File: src/rtl/enable_pulse_gen_pkg.sv
// enable_pulse_gen_pkg: FSM state encoding, default timing constants and counter width helper.
package enable_pulse_gen_pkg;
  typedef enum logic [1:0] {
    ST_IDLE   = 2'd0,
    ST_HOLD   = 2'd1,
    ST_REPEAT = 2'd2
  } state_t;
  localparam int SYNC_STAGES_D   = 2;
  localparam int DB_CYCLES_D     = 16;
  localparam int REPEAT_EN_D     = 1;
  localparam int REPEAT_DELAY_D  = 64;
  localparam int REPEAT_PERIOD_D = 16;
  function automatic int cnt_w(int term);
    return term > 0 ? $clog2(term + 1) : 1;
  endfunction
endpackage

File: src/rtl/enable_pulse_gen_if.sv
// enable_pulse_gen_if: raw button in, strobe/level/repeat status out.
interface enable_pulse_gen_if;
  logic btn_in;
  logic enable;
  logic btn_level;
  logic repeat_active;
  modport master (output btn_in, input enable, btn_level, repeat_active);
  modport slave (input btn_in, output enable, btn_level, repeat_active);
endinterface

File: src/rtl/enable_pulse_gen_sync_debounce.sv
// enable_pulse_gen_sync_debounce: synchronises din and accepts a level change after DB_CYCLES differing samples.
module enable_pulse_gen_sync_debounce
  import enable_pulse_gen_pkg::*;
#(
  parameter int SYNC_STAGES = SYNC_STAGES_D,
  parameter int DB_CYCLES   = DB_CYCLES_D
) (
  input  logic clk,
  input  logic rst_n,
  input  logic din,
  output logic level
);
  localparam int CW = cnt_w(DB_CYCLES - 1);
  localparam logic [CW-1:0] DB_T = CW'(DB_CYCLES - 1);
  logic [SYNC_STAGES-1:0] sync;
  logic [CW-1:0] db_cnt;
  logic sync_q;
  assign sync_q = sync[SYNC_STAGES-1];
  always_ff @(posedge clk or negedge rst_n) begin
    if (!rst_n) begin
      sync   <= '0;
      db_cnt <= '0;
      level  <= 1'b0;
    end else begin
      sync   <= {sync[SYNC_STAGES-2:0], din};
      level  <= (sync_q != level && db_cnt == DB_T) ? ~level : level;
      db_cnt <= (sync_q == level || db_cnt == DB_T) ? '0 : db_cnt + 1'b1;
    end
  end
endmodule

File: src/rtl/enable_pulse_gen.sv
// enable_pulse_gen: debounced button to one-cycle enable strobes with optional auto-repeat.
module enable_pulse_gen
  import enable_pulse_gen_pkg::*;
#(
  parameter int SYNC_STAGES   = SYNC_STAGES_D,
  parameter int DB_CYCLES     = DB_CYCLES_D,
  parameter int REPEAT_EN     = REPEAT_EN_D,
  parameter int REPEAT_DELAY  = REPEAT_DELAY_D,
  parameter int REPEAT_PERIOD = REPEAT_PERIOD_D
) (
  input logic clk,
  input logic rst_n,
  enable_pulse_gen_if.slave bus
);
  localparam int RMAX = REPEAT_DELAY > REPEAT_PERIOD ? REPEAT_DELAY : REPEAT_PERIOD;
  localparam int RW = cnt_w(RMAX - 1);
  localparam logic [RW-1:0] DLY_T = RW'(REPEAT_DELAY - 1);
  localparam logic [RW-1:0] PER_T = RW'(REPEAT_PERIOD - 1);
  state_t state, state_d;
  logic [RW-1:0] rep_cnt, rep_cnt_d;
  logic level, btn_level, enable_q, en_d, rise, fall;
  enable_pulse_gen_sync_debounce #(
    .SYNC_STAGES(SYNC_STAGES),
    .DB_CYCLES  (DB_CYCLES)
  ) u_sync_debounce (
    .clk  (clk),
    .rst_n(rst_n),
    .din  (bus.btn_in),
    .level(level)
  );
  // btn_level re-registers the debounced level so the press strobe lands on the same edge
  assign rise = level & ~btn_level;
  assign fall = ~level & btn_level;
  always_comb begin
    state_d   = state;
    rep_cnt_d = rep_cnt;
    en_d      = 1'b0;
    if (fall) begin
      state_d   = ST_IDLE;
      rep_cnt_d = '0;
    end else begin
      case (state)
        ST_IDLE: begin
          state_d = rise ? ST_HOLD : ST_IDLE;
          en_d    = rise;
        end
        ST_HOLD: begin
          if (rep_cnt != DLY_T) rep_cnt_d = rep_cnt + 1'b1;
          else if (REPEAT_EN != 0) begin
            state_d   = ST_REPEAT;
            rep_cnt_d = '0;
            en_d      = 1'b1;
          end
        end
        ST_REPEAT: begin
          en_d      = rep_cnt == PER_T;
          rep_cnt_d = rep_cnt == PER_T ? '0 : rep_cnt + 1'b1;
        end
        default: state_d = ST_IDLE;
      endcase
    end
  end
  always_ff @(posedge clk or negedge rst_n) begin
    if (!rst_n) begin
      state     <= ST_IDLE;
      rep_cnt   <= '0;
      enable_q  <= 1'b0;
      btn_level <= 1'b0;
    end else begin
      state     <= state_d;
      rep_cnt   <= rep_cnt_d;
      enable_q  <= en_d;
      btn_level <= level;
    end
  end
  assign bus.enable        = enable_q;
  assign bus.btn_level     = btn_level;
  assign bus.repeat_active = state == ST_REPEAT;
endmodule

File: src/flat_wrapper.sv
// flat-port wrapper written by rule: the top's interface ports become plain ports
module enable_pulse_gen_flat import enable_pulse_gen_pkg::*;
#(
  parameter int SYNC_STAGES   = SYNC_STAGES_D,
  parameter int DB_CYCLES     = DB_CYCLES_D,
  parameter int REPEAT_EN     = REPEAT_EN_D,
  parameter int REPEAT_DELAY  = REPEAT_DELAY_D,
  parameter int REPEAT_PERIOD = REPEAT_PERIOD_D
)
  (clk, rst_n, bus_btn_in, bus_enable, bus_btn_level, bus_repeat_active);
  enable_pulse_gen_if bus_i ();
  input logic clk;
  input logic rst_n;
  input wire logic [$bits(bus_i.btn_in)-1:0] bus_btn_in;
  output wire logic [$bits(bus_i.enable)-1:0] bus_enable;
  output wire logic [$bits(bus_i.btn_level)-1:0] bus_btn_level;
  output wire logic [$bits(bus_i.repeat_active)-1:0] bus_repeat_active;
  assign bus_i.btn_in = bus_btn_in;
  assign bus_enable = bus_i.enable;
  assign bus_btn_level = bus_i.btn_level;
  assign bus_repeat_active = bus_i.repeat_active;
  enable_pulse_gen #(.SYNC_STAGES(SYNC_STAGES), .DB_CYCLES(DB_CYCLES), .REPEAT_EN(REPEAT_EN), .REPEAT_DELAY(REPEAT_DELAY), .REPEAT_PERIOD(REPEAT_PERIOD)) u_core (.clk(clk), .rst_n(rst_n), .bus(bus_i));
endmodule
File: config.mk
export PLATFORM = sky130hd
export DESIGN_NAME = enable_pulse_gen_flat
export DESIGN_NICKNAME = d
export VERILOG_FILES = /design/src/rtl/enable_pulse_gen_pkg.sv /design/src/rtl/enable_pulse_gen_if.sv /design/src/rtl/enable_pulse_gen_sync_debounce.sv /design/src/rtl/enable_pulse_gen.sv /design/src/flat_wrapper.sv
export SDC_FILE = /design/constraint.sdc
export NUM_CORES = 1
export LEC_CHECK = 0
export ABC_AREA = 1
export CAP_MARGIN = 40
export CORE_UTILIZATION = 25
export DETAILED_ROUTE_END_ITERATION = 8
export PLACE_DENSITY = 0.45
export SETUP_SLACK_MARGIN = 0.02
export SLEW_MARGIN = 20
export SYNTH_ARGS = -nofsm -noshare
export SYNTH_HDL_FRONTEND = slang
export SYNTH_SLANG_ARGS = --single-unit
File: constraint.sdc
create_clock -name clk -period 2.2 [get_ports clk]
set_input_delay 0.66 -clock clk [delete_from_list [all_inputs] [get_ports clk]]
set_output_delay 0.66 -clock clk [all_outputs]
set_load 0.02 [all_outputs]
## After elaboration in Yosys (flattened, before gate mapping)

Index checks and enable logic that the tools add are counted.

| word-level totals | value |
|---|---|
| register bits | 17 |
| bits of input ports | 3 |
| output and inout bits | 3 |

| operators by class | value |
|---|---|
| add/sub/neg operators | 2 |
| equal/unequal tests | 9 |
| multiplexer cells | 12 |
| bitwise gates (word level) | 4 |
| reduce and logical (&&, ||, !) cells | 5 |

Operator list:

| kind | count |
|---|---|
| $mux W6 | 3 |
| $pmux W6 S2 | 1 |
| $add A6 B1 Y6 const B | 1 |
| $eq A6 B4 Y1 const B | 1 |
| $ne A6 B6 Y1 const B | 1 |
| $pmux W2 S3 | 1 |
| $add A4 B1 Y4 const B | 1 |
| $eq A4 B4 Y1 const B | 1 |
| $mux W2 | 2 |
| $mux W4 | 1 |
| $mux W1 | 3 |
| $ne A3 B2 Y1 const B | 1 |
| $pmux W1 S3 | 1 |
| $reduce_bool A3 Y1 | 1 |
| $and A1 B1 Y1 | 2 |
| $eq A2 B1 Y1 const B | 1 |
| $eq A2 B2 Y1 const B | 1 |
| $logic_not A2 Y1 | 1 |
| $ne A2 B1 Y1 const B | 1 |
| $not A1 Y1 | 2 |
| $reduce_and A2 Y1 | 1 |
| $eq A1 B1 Y1 | 1 |
| $logic_and A1 B1 Y1 | 1 |
| $logic_or A1 B1 Y1 | 1 |
| $ne A1 B1 Y1 | 1 |

## Longest topological paths before layout

| depth | value |
|---|---|
| word-level depth | 5 |
| gate-level depth with buffers | 8 |
| mapped depth without buffers | 8 |

## Modules after synthesis

Synthesis repeated with hierarchy kept, for this count alone.

| second synthesis, totals | value |
|---|---|
| cells, all modules | 100 |
| area, all modules | 858.3 sq um |

Modules (own cells, without submodules):

| module | times used | cells each | area each (sq um) |
|---|---|---|---|
| enable_pulse_gen | 1 | 73 | 576.8 |
| enable_pulse_gen_sync_debounce | 1 | 27 | 281.5 |

## Worst setup path before layout

No wires, ideal clock.

| timing path | value |
|---|---|
| path type | flip-flop to output port |
| start point | register u_core.state[0] |
| end point | output bus_repeat_active |
| arrival time | 0.659 ns |
| slack | 0.881 ns |
| stages on the path, launching flop included | 2 |
| path buffers | 0 |
| cells stage by stage | dfrtp_1 > nor2_2 |

| between the ends | value |
|---|---|
| cells in the longest elaborated chain, start to end | 1 |

RTL lines:

| item | line | source |
|---|---|---|
| start: declaration | enable_pulse_gen.sv:19 | `state_t state, state_d;` |
| start signal: assignment | enable_pulse_gen.sv:70 | `state <= state_d;` |
| $eq A2 B2 Y1 | enable_pulse_gen.sv:78 | `assign bus.repeat_active = state == ST_REPEAT;` |
| end: declaration | flat_wrapper.sv:17 | `output wire logic [$bits(bus_i.repeat_active)-1:0] bus_repeat_active;` |

Every way passes these cells.

## Worst setup path after layout

| timing path | value |
|---|---|
| start point | register u_core.btn_level, in the netlist u_core.bus.btn_level |
| end point | output bus_btn_level |

RTL lines:

| item | line | source |
|---|---|---|
| start: declaration | enable_pulse_gen.sv:21 | `logic level, btn_level, enable_q, en_d, rise, fall;` |
| start signal: assignment | enable_pulse_gen.sv:73 | `btn_level <= level;` |
| end: declaration | flat_wrapper.sv:16 | `output wire logic [$bits(bus_i.btn_level)-1:0] bus_btn_level;` |

No word-level cell between the ends.

==> results.sh <==
export IMPL_synth_most_common_cell="nand2_1"
export IMPL_drc_errors=0
export IMPL_drt_pass1_iterations=4
export IMPL_routed_top_layer="met4"
export IMPL_setup_slack_ns=0.203
export IMPL_cp_start_kind="flop"
export IMPL_grt_pass1_vias=530
export IMPL_die_x_um=59.6
export IMPL_p_total_uw=547
export IMPL_fmax_mhz=501
export IMPL_cpPeakStageDelay_ns=0.62
export IMPL_ys_flop_type="dfrtp_1"
export IMPL_layout_cells_non_filler=148
export IMPL_synthTopCellsByCount="nand2_1, dfrtp_1, inv_1"
export IMPL_arrival_ns=1.34
export IMPL_clk_path_buf_depth=2
export IMPL_dpl_hpwl_um=1040
export IMPL_cpMaxStageDelayCell="clkdlybuf4s50_1"
export IMPL_cp_data_required_time_ns=1.54
export IMPL_cts_root_buf="clkbuf_4"
export IMPL_powerDensity_nw_per_um2=564
export IMPL_clkTransAtPathRegs_ns=0.10
export IMPL_grt_pass1_wl_um=2360
export IMPL_area_delta_synth_final_pct=16.7
export IMPL_hold_class="flop to flop"
export IMPL_reg2reg_from="u_core.rep_cnt[0]$_DFFE_PN0P_"
export IMPL_r2r_end="u_core.rep_cnt[1]$_DFFE_PN0P_"
export IMPL_post_route_util_pct=31.3
export IMPL_antenna_left=0
export IMPL_power_switching_uw=135
export IMPL_leakage_nw=0.500
export IMPL_setup_viol=0
export IMPL_core_area_sq_um=3100
export IMPL_synth_area_leaders="dfrtp_1, nand2_1, nand3_1"
export IMPL_portBuffers=5
export IMPL_holdWs_ns=0.358
export IMPL_synth_warnings=0
export IMPL_cts_htree_levels=1
export IMPL_post_route_period_util_pct=90.8
export IMPL_critPathTopFamily="buffers and inverters"
export IMPL_dp_cells=144
export IMPL_synth_distinct_cells=22
export IMPL_num_rows=20
export IMPL_design_area_sq_um=970
export IMPL_grt_max_degree=18
export IMPL_dpl_worst_slack_ns=0.368
export IMPL_wl_um=1380
export IMPL_yosysTopAreaCell="dfrtp_1"
export IMPL_vias_per_cell=4.05
export IMPL_worst_slew_pin_slew_ns=0.226
export IMPL_min_delay_start="u_core.u_sync_debounce.sync[0]$_DFF_PN0_"
export IMPL_synth_seq_cells=17
export IMPL_ys_async_sr_fraction_pct=100
export IMPL_finalNetCount=110
export IMPL_max_vdd_ir_drop_mv=0.299
export IMPL_wl_met3_um=46
export IMPL_cp_cell_sequence="clkdlybuf4s50_1"
export IMPL_post_route_min_period_ns=2.00
export IMPL_num_vias=599
export IMPL_overflow=0
export IMPL_reg2reg_depth=8
export IMPL_placed_cell_area_sq_um=943
export IMPL_holdPathStages=0
export IMPL_cts_sinks=17
export IMPL_drtIter0Drc=21
export IMPL_p_sw_share_pct=24.7
export IMPL_whs_endpoint="u_core.u_sync_debounce.sync[1]$_DFF_PN0_"
export IMPL_drive_gt1_share_pct=16.3
export IMPL_tns_ns=0
export IMPL_multi_input_area_sq_um=354
export IMPL_die_area_sq_um=3560
export IMPL_die_h_um=59.6
export IMPL_rrSetupSlack_ns=0.90
export IMPL_relSlewSlack_pct=84.9
export IMPL_syn_area_per_cell_sq_um=8.84
export IMPL_seqCellArea_sq_um=425
export IMPL_path_class="flop to primary output"
export IMPL_antenna_found_initial=0
export IMPL_clk_latency_ns=0.29
export IMPL_yosysSeqAreaShare_pct=51.2
export IMPL_wl_met2_um=602
export IMPL_netlist_area_leader_share_pct=51.2
export IMPL_wl_met1_um=708
export IMPL_syn_num_nets=99
export IMPL_place_congestion=0.752
export IMPL_p_int_uw=411
export IMPL_diodes=0
export IMPL_start_util_pct=26.8
export IMPL_endpoint_kind="primary output"
export IMPL_path_max_fanout=3
export IMPL_pwr_share_comb_pct=7.5
export IMPL_grtUsageTotal_pct=9.46
export IMPL_post_synth_inst_count=94
export IMPL_skew_ns=0.00481
export IMPL_synth_edff_count=0
export IMPL_cp_depth=1
export IMPL_report_final_slew_viol_count=0
export IMPL_fillers=346
export IMPL_crit_buf_inv=1
export IMPL_synth_area_sq_um=831
export IMPL_numCtsBuffers=3
export IMPL_cap_viol_max_count=0
export IMPL_rsz0062_at_grt="no"
export IMPL_pwr_share_seq_pct=61.4
export IMPL_routedWlPerCell_um=9.30
export IMPL_cts_tree="done"
export IMPL_finalHoldViolCount=0
export IMPL_status="complete, no violations"
export IMPL_clkPwrFrac_pct=31.1
export IMPL_num_io_pins=6
sequential cells by signal, summed over array words and instances, names as in the netlist:
register                       flops
u_core.u_sync_debounce.db_cnt      4
u_core.bus.enable                  1
u_core.rep_cnt                     6
u_core.state                       2
u_core.u_sync_debounce.sync        2
u_core.u_sync_debounce.level       1
u_core.bus.btn_level               1
layout make-up:
cell class | count | area share (%)
well taps | 44 | 5.68
clock buffers | 3 | 2.32
multi-input cells | 64 | 36.5
repair buffers | 6 | 5.81
clock inverters | 1 | 0.516
flip-flops and latches | 17 | 43.9
inverters | 13 | 5.29
layer usage:
| layer | up-vias | global-route usage, % |
|---|---|---|
| met5 | - | 0 |
| met4 | 0 | 3.99 |
| met3 | 2 | 3.93 |
| li1 | 320 | - |
| met1 | 271 | 11.5 |
| met2 | 6 | 14.6 |
cells in the final DEF, fill, tap and decap left out, types with 2 or more instances in the layout:
cell type	synthesis	final
nand3_1	10	10
nand3_2	2	2
ha_1	2	2
nor2_2	2	2
a21oi_1	4	4
inv_1	11	11
clkbuf_4	0	3
clkdlybuf4s50_1	0	4
nand2_1	21	21
nor2_1	10	10
dfrtp_1	17	17
nand2_2	3	3
cell families after synthesis:
group	share of synthesized area (%)
buffers and inverters	6.17
AO/OA/AOI/OAI	5.57
XOR/XNOR	2.11
adder cells (fa/ha/maj)	3.01
flip-flops	51.2
AND/OR/NAND/NOR	31.9
worst max-delay path by stage:
stage / from / to / slack [ns]
6_report: u_core.bus.btn_level$_DFF_PN0_ / bus_btn_level / 0.20
5_1_grt: u_core.bus.btn_level$_DFF_PN0_ / bus_btn_level / 0.14
4_1_cts: u_core.bus.btn_level$_DFF_PN0_ / bus_btn_level / 0.17
3_5_place_dp: u_core.state[0]$_DFFE_PN0P_ / bus_repeat_active / 0.37
3_3_place_gp: u_core.state[0]$_DFFE_PN0P_ / bus_repeat_active / 0.38
2_1_floorplan: u_core.state[0]$_DFFE_PN0P_ / bus_repeat_active / 0.88
power groups by stage:
stage	combinational (mW)	sequential (mW)	clock (mW)
floorplan	0.0264	0.339	0
global placement	0.0408	0.341	0
detailed placement	0.0425	0.342	0
CTS	0.0425	0.336	0.184
global route	0.0463	0.338	0.197
finish	0.0411	0.335	0.170
timing repair:
item / CTS / global route
setup buffers: 0 / 0
endpoints found under the setup margin: 1 / 0
resized for setup: 1 / 0
hold buffers: 0 / 0
Power figures use the tool's default switching activity.
